**config.mk**
```make
export PLATFORM = sky130hd
export DESIGN_NAME = eff_env_follower
export DESIGN_NICKNAME = d
export VERILOG_FILES = /design/src/rtl/eff_pkg.sv /design/src/rtl/eff_env_step.sv /design/src/rtl/eff_env_follower.sv
export SDC_FILE = /design/constraint.sdc
export NUM_CORES = 1
export LEC_CHECK = 0
export BUFFER_PORTS_ARGS = -buffer_cell sky130_fd_sc_hd__buf_2
export CAP_MARGIN = 20
export CORE_ASPECT_RATIO = 1.75
export CORE_UTILIZATION = 64
export CTS_BUF_LIST = sky130_fd_sc_hd__clkbuf_8 sky130_fd_sc_hd__clkbuf_16
export DETAILED_ROUTE_END_ITERATION = 10
export PLACE_DENSITY_LB_ADDON = 0.25
export SYNTH_ARGS = -nofsm -noshare
export SYNTH_HDL_FRONTEND = slang
export SYNTH_SLANG_ARGS = --single-unit
```
**constraint.sdc**
```tcl
create_clock -name clk -period 13.8 [get_ports clk]
set_clock_uncertainty 0.1 [all_clocks]
set_input_delay 0.69 -clock clk [delete_from_list [all_inputs] [get_ports clk]]
set_output_delay 0.69 -clock clk [all_outputs]
set_load 0.01 [all_outputs]
```
**src/rtl/eff_pkg.sv**
```systemverilog
// Shared types and helpers for the effect-chain envelope follower.
// sat_abs works on a wide sign-extended sample so one function serves any width.
package eff_pkg;

    typedef enum logic [1:0] {
        RELEASE = 2'd0,
        ATTACK  = 2'd1,
        HOLD    = 2'd2
    } env_state_t;

    localparam int SAT_W = 32;

    // Magnitude of a width-bit sample; the most negative code clips to the positive full scale.
    function automatic logic [SAT_W-2:0] sat_abs(input logic signed [SAT_W-1:0] data,
                                                 input int width);
        logic [SAT_W-1:0] lim;
        logic [SAT_W-1:0] mag;
        lim = (SAT_W'(1) << (width - 1)) - SAT_W'(1);
        mag = data[SAT_W-1] ? -data : data;
        if (mag > lim) mag = lim;
        return mag[SAT_W-2:0];
    endfunction

endpackage

```
**src/rtl/eff_env_step.sv**
```systemverilog
// Signed smoothing step toward target m: +/- max(1, |m-acc| >> shift), zero when equal.
// The step never exceeds the distance, so the accumulator cannot overshoot.
module eff_env_step #(
    parameter int ACC_W = 11
) (
    input  logic [ACC_W-1:0]        acc,
    input  logic [ACC_W-1:0]        m,
    input  logic [4:0]              shift,
    output logic signed [ACC_W:0]   step
);

    logic [ACC_W-1:0] diff;
    logic [ACC_W-1:0] mag;

    always_comb begin
        diff = (m > acc) ? (m - acc) : (acc - m);
        mag  = diff >> shift;
        if (mag == '0) mag = ACC_W'(1);
        step = '0;
        if (m > acc) begin
            step = $signed({1'b0, mag});
        end else if (acc > m) begin
            step = -$signed({1'b0, mag});
        end
    end

endmodule

```
**src/rtl/eff_env_follower.sv**
```systemverilog
// Inline envelope follower: saturated magnitude, attack/hold/release smoothing,
// with the audio delayed to line up with the envelope (3-cycle latency).
//
//  state   | meaning
//  --------+--------------------------------------------------------------
//  RELEASE | acc decays toward the current magnitude (or sits on it)
//  ATTACK  | last valid sample pushed acc upward; hold timer reloaded
//  HOLD    | peak held, counting down valid samples before release
module eff_env_follower
    import eff_pkg::*;
#(
    parameter int DATA_WIDTH   = 8,
    parameter int FRAC_BITS    = 4,
    parameter int ATK_SHIFT    = 1,
    parameter int REL_SHIFT    = 4,
    parameter int HOLD_SAMPLES = 4
) (
    input  logic                    clk,
    input  logic                    rst,
    input  logic                    en,
    input  logic [DATA_WIDTH-1:0]   data_i,
    input  logic                    vld_i,
    output logic [DATA_WIDTH-1:0]   data_o,
    output logic [DATA_WIDTH-2:0]   env_o,
    output logic                    vld_o
);

    localparam int MAG_W  = DATA_WIDTH - 1;
    localparam int ACC_W  = MAG_W + FRAC_BITS;
    localparam int HOLD_W = (HOLD_SAMPLES < 1) ? 1 : $clog2(HOLD_SAMPLES + 1);

    logic [MAG_W-1:0]       mag_c;
    logic [MAG_W-1:0]       mag1;
    logic                   vld1;
    logic                   vld2;
    logic [DATA_WIDTH-1:0]  data1;
    logic [DATA_WIDTH-1:0]  data2;

    logic [ACC_W-1:0]       acc;
    logic [ACC_W-1:0]       m;
    logic [HOLD_W-1:0]      hold_cnt;
    env_state_t             state;
    logic signed [ACC_W:0]  atk_step;
    logic signed [ACC_W:0]  rel_step;

    assign mag_c = MAG_W'(sat_abs(SAT_W'($signed(data_i)), DATA_WIDTH));
    assign m     = {mag1, {FRAC_BITS{1'b0}}};

    eff_env_step #(.ACC_W(ACC_W)) u_atk_step (
        .acc   (acc),
        .m     (m),
        .shift (5'(ATK_SHIFT)),
        .step  (atk_step)
    );

    eff_env_step #(.ACC_W(ACC_W)) u_rel_step (
        .acc   (acc),
        .m     (m),
        .shift (5'(REL_SHIFT)),
        .step  (rel_step)
    );

    // Sample/valid pipeline runs regardless of en so the pass-through never stalls.
    always_ff @(posedge clk) begin
        if (rst) begin
            mag1   <= '0;
            vld1   <= 1'b0;
            data1  <= '0;
            vld2   <= 1'b0;
            data2  <= '0;
            vld_o  <= 1'b0;
            data_o <= '0;
            env_o  <= '0;
        end else begin
            mag1   <= mag_c;
            vld1   <= vld_i;
            data1  <= data_i;
            vld2   <= vld1;
            data2  <= data1;
            vld_o  <= vld2;
            data_o <= data2;
            env_o  <= acc[ACC_W-1:FRAC_BITS];
        end
    end

    // Step sums wrap modulo 2^ACC_W; a negative release step therefore subtracts.
    always_ff @(posedge clk) begin
        if (rst || !en) begin
            acc      <= '0;
            hold_cnt <= '0;
            state    <= RELEASE;
        end else if (vld1) begin
            if (m > acc) begin
                state    <= ATTACK;
                acc      <= ACC_W'({1'b0, acc} + $unsigned(atk_step));
                hold_cnt <= HOLD_W'(HOLD_SAMPLES);
            end else if ((state == ATTACK || state == HOLD) && hold_cnt != '0) begin
                state    <= HOLD;
                hold_cnt <= hold_cnt - HOLD_W'(1);
            end else begin
                state    <= RELEASE;
                acc      <= ACC_W'({1'b0, acc} + $unsigned(rel_step));
            end
        end
    end

endmodule
```
==> results_dict.tcl <==
set metrics [dict create \
    arrival_ns 6.03 \
    initial_core_util_pct 66.7 \
    cts_resized 0 \
    clock-sinks 57 \
    drc 0 \
    rsz0062_at_grt "false" \
    cp_cell_sequence "inv_1 > ha_1 > nor4bb_2 > a221o_2 > a21boi_4 > or2_1 > a32o_1 > a21boi_2 > and3_1 > nor2_1 > ha_1 > inv_1 > o22ai_1 > fa_1 > a21o_1 > a211oi_1 > o21ai_0 > a41oi_1 > nand3_1 > a311oi_1 > a31oi_1 > a211o_1 > nand2_1" \
    clockRootBuffer "clkbuf_8" \
    met3_usage_pct 6.52 \
    dieWidth_um 56.7 \
    fin_nets 459 \
    ant_nets 0 \
    viasPerCell 5.85 \
    coreArea_um2 5020 \
    ys_types 57 \
    drt-total-wl_um 7600 \
    rows 34 \
    cts_post_setup_buffers_inserted 0 \
    cp.required_ns 13.99 \
    cp-start-kind "flop" \
    end_kind "flop" \
    antenna_found_initial 0 \
    r2r_cells 23 \
    grt_max_degree 42 \
    syn_inst 393 \
    grt_pass1_wl_um 12800 \
    synthFlopType "dfxtp_1" \
    worst_pin_slew_ns 0.959 \
    placed_cells 458 \
    synth-async-reset-ratio_pct 0 \
    ios 28 \
    pwr-share-clk_pct 31.1 \
    crit_type "reg -> reg" \
    overflow 0 \
    maxCapViolations 0 \
    p_seq_share_pct 36.3 \
    status "completed" \
    ir_drop_mv 0.122 \
    crit_fanout 15 \
    final_cell_count_no_fill 474 \
    dp_hpwl_um 5850 \
    drt-initial-drc-count 176 \
    h-tree-depth 3 \
    syn-cell-area_um2 3350 \
    min_delay_path_depth 1 \
    yosysWarnings 0 \
    setup_violations 0 \
    final_core_util_pct 73.3 \
    wl_per_cell_um 16.0 \
    n_antenna_cell 0 \
    cts_tree "built" \
    ys_ff_latch 57 \
    cts_max_path_buffers 2 \
    cts_buffers 9 \
    p_sw_share_pct 34.0 \
    use_met2_pct 55.6 \
    grt-busiest-layer "met2" \
    fin_hold_ws_ns 0.342 \
    drive_gt1_share_pct 13.1 \
    synth-seq-area-share_pct 34.1 \
    die_y_um 97.7 \
    drv_slew 0 \
    fin_crit_ns 5.85 \
    pwr-share-comb_pct 32.6 \
    dieArea_um2 5530 \
    period_share_pct 42.4 \
    slowest_delay_ns 0.48 \
    synth-edff-count 0 \
    fillers 384 \
    max_freq_mhz 171 \
    worst_hold_path_type "reg -> reg" \
    slew_headroom_pct 35.8 \
    first_global_vias 2708 \
    vias 2775 \
    globalplace.congestion 1.04 \
    tns_ns 0 \
    clkTransAtPathRegs_ns 0.07 \
    clk_latency_ns 0.34 \
    powerDensity_nw_per_um2 131 \
    synth.avg_cell_area_um2 8.52 \
    total_power_uw 483 \
    met1_usage_pct 32.2 \
    p_leak_nw 1.69 \
    io_buffers 27 \
    syn_to_final_growth_pct 9.94 \
    finalHoldViolCount 0 \
    syn_nets 437 \
    drtPass1Iterations 5 \
    hold_buffers 0 \
    track_usage_pct 30.5 \
    p_switching_uw 164 \
    crit_slowest_cell "fa_1" \
    intPower_uw 319 \
]
-- critical path, delay by kind of cell (launching register included) --
family | cells | cell delay, ns
buffers and inverters | 2 | 0.10
AOI/OAI and AO/OA | 12 | 2.90
DFF | 1 | 0.34
adders and majority gates | 3 | 1.18
and+or+nand+nor | 6 | 1.17
-- layout by cell type (no fill, tap or decap), types with 2 or more instances in the layout --
cell and instances:
or2_1 2, nor2_1 49, inv_1 28, o21ai_0 15
nand2b_1 4, clkbuf_8 9, nand2_1 21, a31oi_1 3
o22ai_1 5, o21a_1 3, mux2i_1 4, a21o_1 12
o21ai_1 2, nor2b_1 26, nand4_1 2, a21oi_1 27
nor3_1 6, o21bai_1 3, buf_2 27, a311oi_1 3
dfxtp_1 57, xnor2_1 14, nand3_1 8, and3_1 5
or3_1 3, ha_1 30, a211o_1 2, xor2_1 12
fa_1 2, clkinv_2 3, a22o_1 2, a22oi_1 2
-- cells in the mapped netlist (2+ instances only) --
master / number / area, um^2
a211o_1: 2 / 17.5
a21o_1: 12 / 90.1
a21oi_1: 27 / 135
a22o_1: 2 / 17.5
a22oi_1: 2 / 15.0
a311oi_1: 3 / 26.3
a31oi_1: 3 / 18.8
and3_1: 5 / 31.3
buf_2: 3 / 15.0
clkbuf_1: 12 / 45.0
dfxtp_1: 57 / 1140
fa_1: 2 / 40.0
ha_1: 30 / 375
inv_1: 28 / 105
mux2i_1: 4 / 40.0
nand2_1: 21 / 78.8
nand2b_1: 4 / 25.0
nand3_1: 8 / 40.0
nand4_1: 2 / 12.5
nor2_1: 49 / 184
nor2b_1: 26 / 163
nor3_1: 6 / 30.0
o21a_1: 3 / 22.5
o21ai_0: 15 / 75.1
o21ai_1: 2 / 10.0
o21bai_1: 3 / 22.5
o22ai_1: 5 / 31.3
or2_1: 2 / 12.5
or3_1: 3 / 18.8
xnor2_1: 14 / 123
xor2_1: 12 / 105
-- power groups by stage --
stage | logic (mW) | clock network, mW | registers, mW
finish | 0.158 | 0.150 | 0.175
global route | 0.174 | 0.159 | 0.176
CTS | 0.156 | 0.153 | 0.175
detailed placement | 0.155 | 0 | 0.179
global placement | 0.154 | 0 | 0.179
floorplan | 0.125 | 0 | 0.178
-- through the flow --
stage          instance area (um^2)  setup WS (ns)
2_1_floorplan                  3350           8.78
4_1_cts                        3680           8.02
6_report                       3680           7.95
3_3_place_gp                   3490           8.18
3_5_place_dp                   3490           8.04
5_1_grt                        3680           7.58
-- layer usage --
metal	up-vias	part of all wire (%)
li1	1390	-
met2	75	55
met4	0	4.2
met1	1288	37
met3	22	3.8
met5	-	0
-- worst paths after layout --
path,from,end,slack (ns)
min,data1[4],data2[4],0.34
max,mag1[2],acc[10],7.95
max reg2reg,mag1[2],acc[10],7.95
min reg2reg,data1[4],data2[4],0.34
-- flip-flops by register name, indices dropped and copies added, names as in the netlist --
register and count:
acc 11, data1 8, data2 8, data_o 8, env_o 7, hold_cnt 3
mag1 7, state 2, vld1 1, vld2 1, vld_o 1
-- cell type report --
type	instances	area (um^2)	share of cell area [%]
Sequential cell	57	1140	31.0
Inverter	28	105	2.86
Clock inverter	7	70.1	1.90
Clock buffer	9	124	3.37
Timing Repair Buffer	27	135	3.67
Multi-Input combinational cell	292	2040	55.4
Tap cell	54	67.6	1.84
-- logic make-up after synthesis --
kind of cell	Yosys count	synth area share (%)
XOR/XNOR	27	7.29
AO/OA/AOI/OAI	95	19.4
buffers and inverters	44	5.05
flip-flops	57	34.1
AND/OR/NAND/NOR	133	19.9
multiplexers	5	1.87
adder cells (fa/ha/maj)	32	12.4
Power figures use the tool's default switching activity.
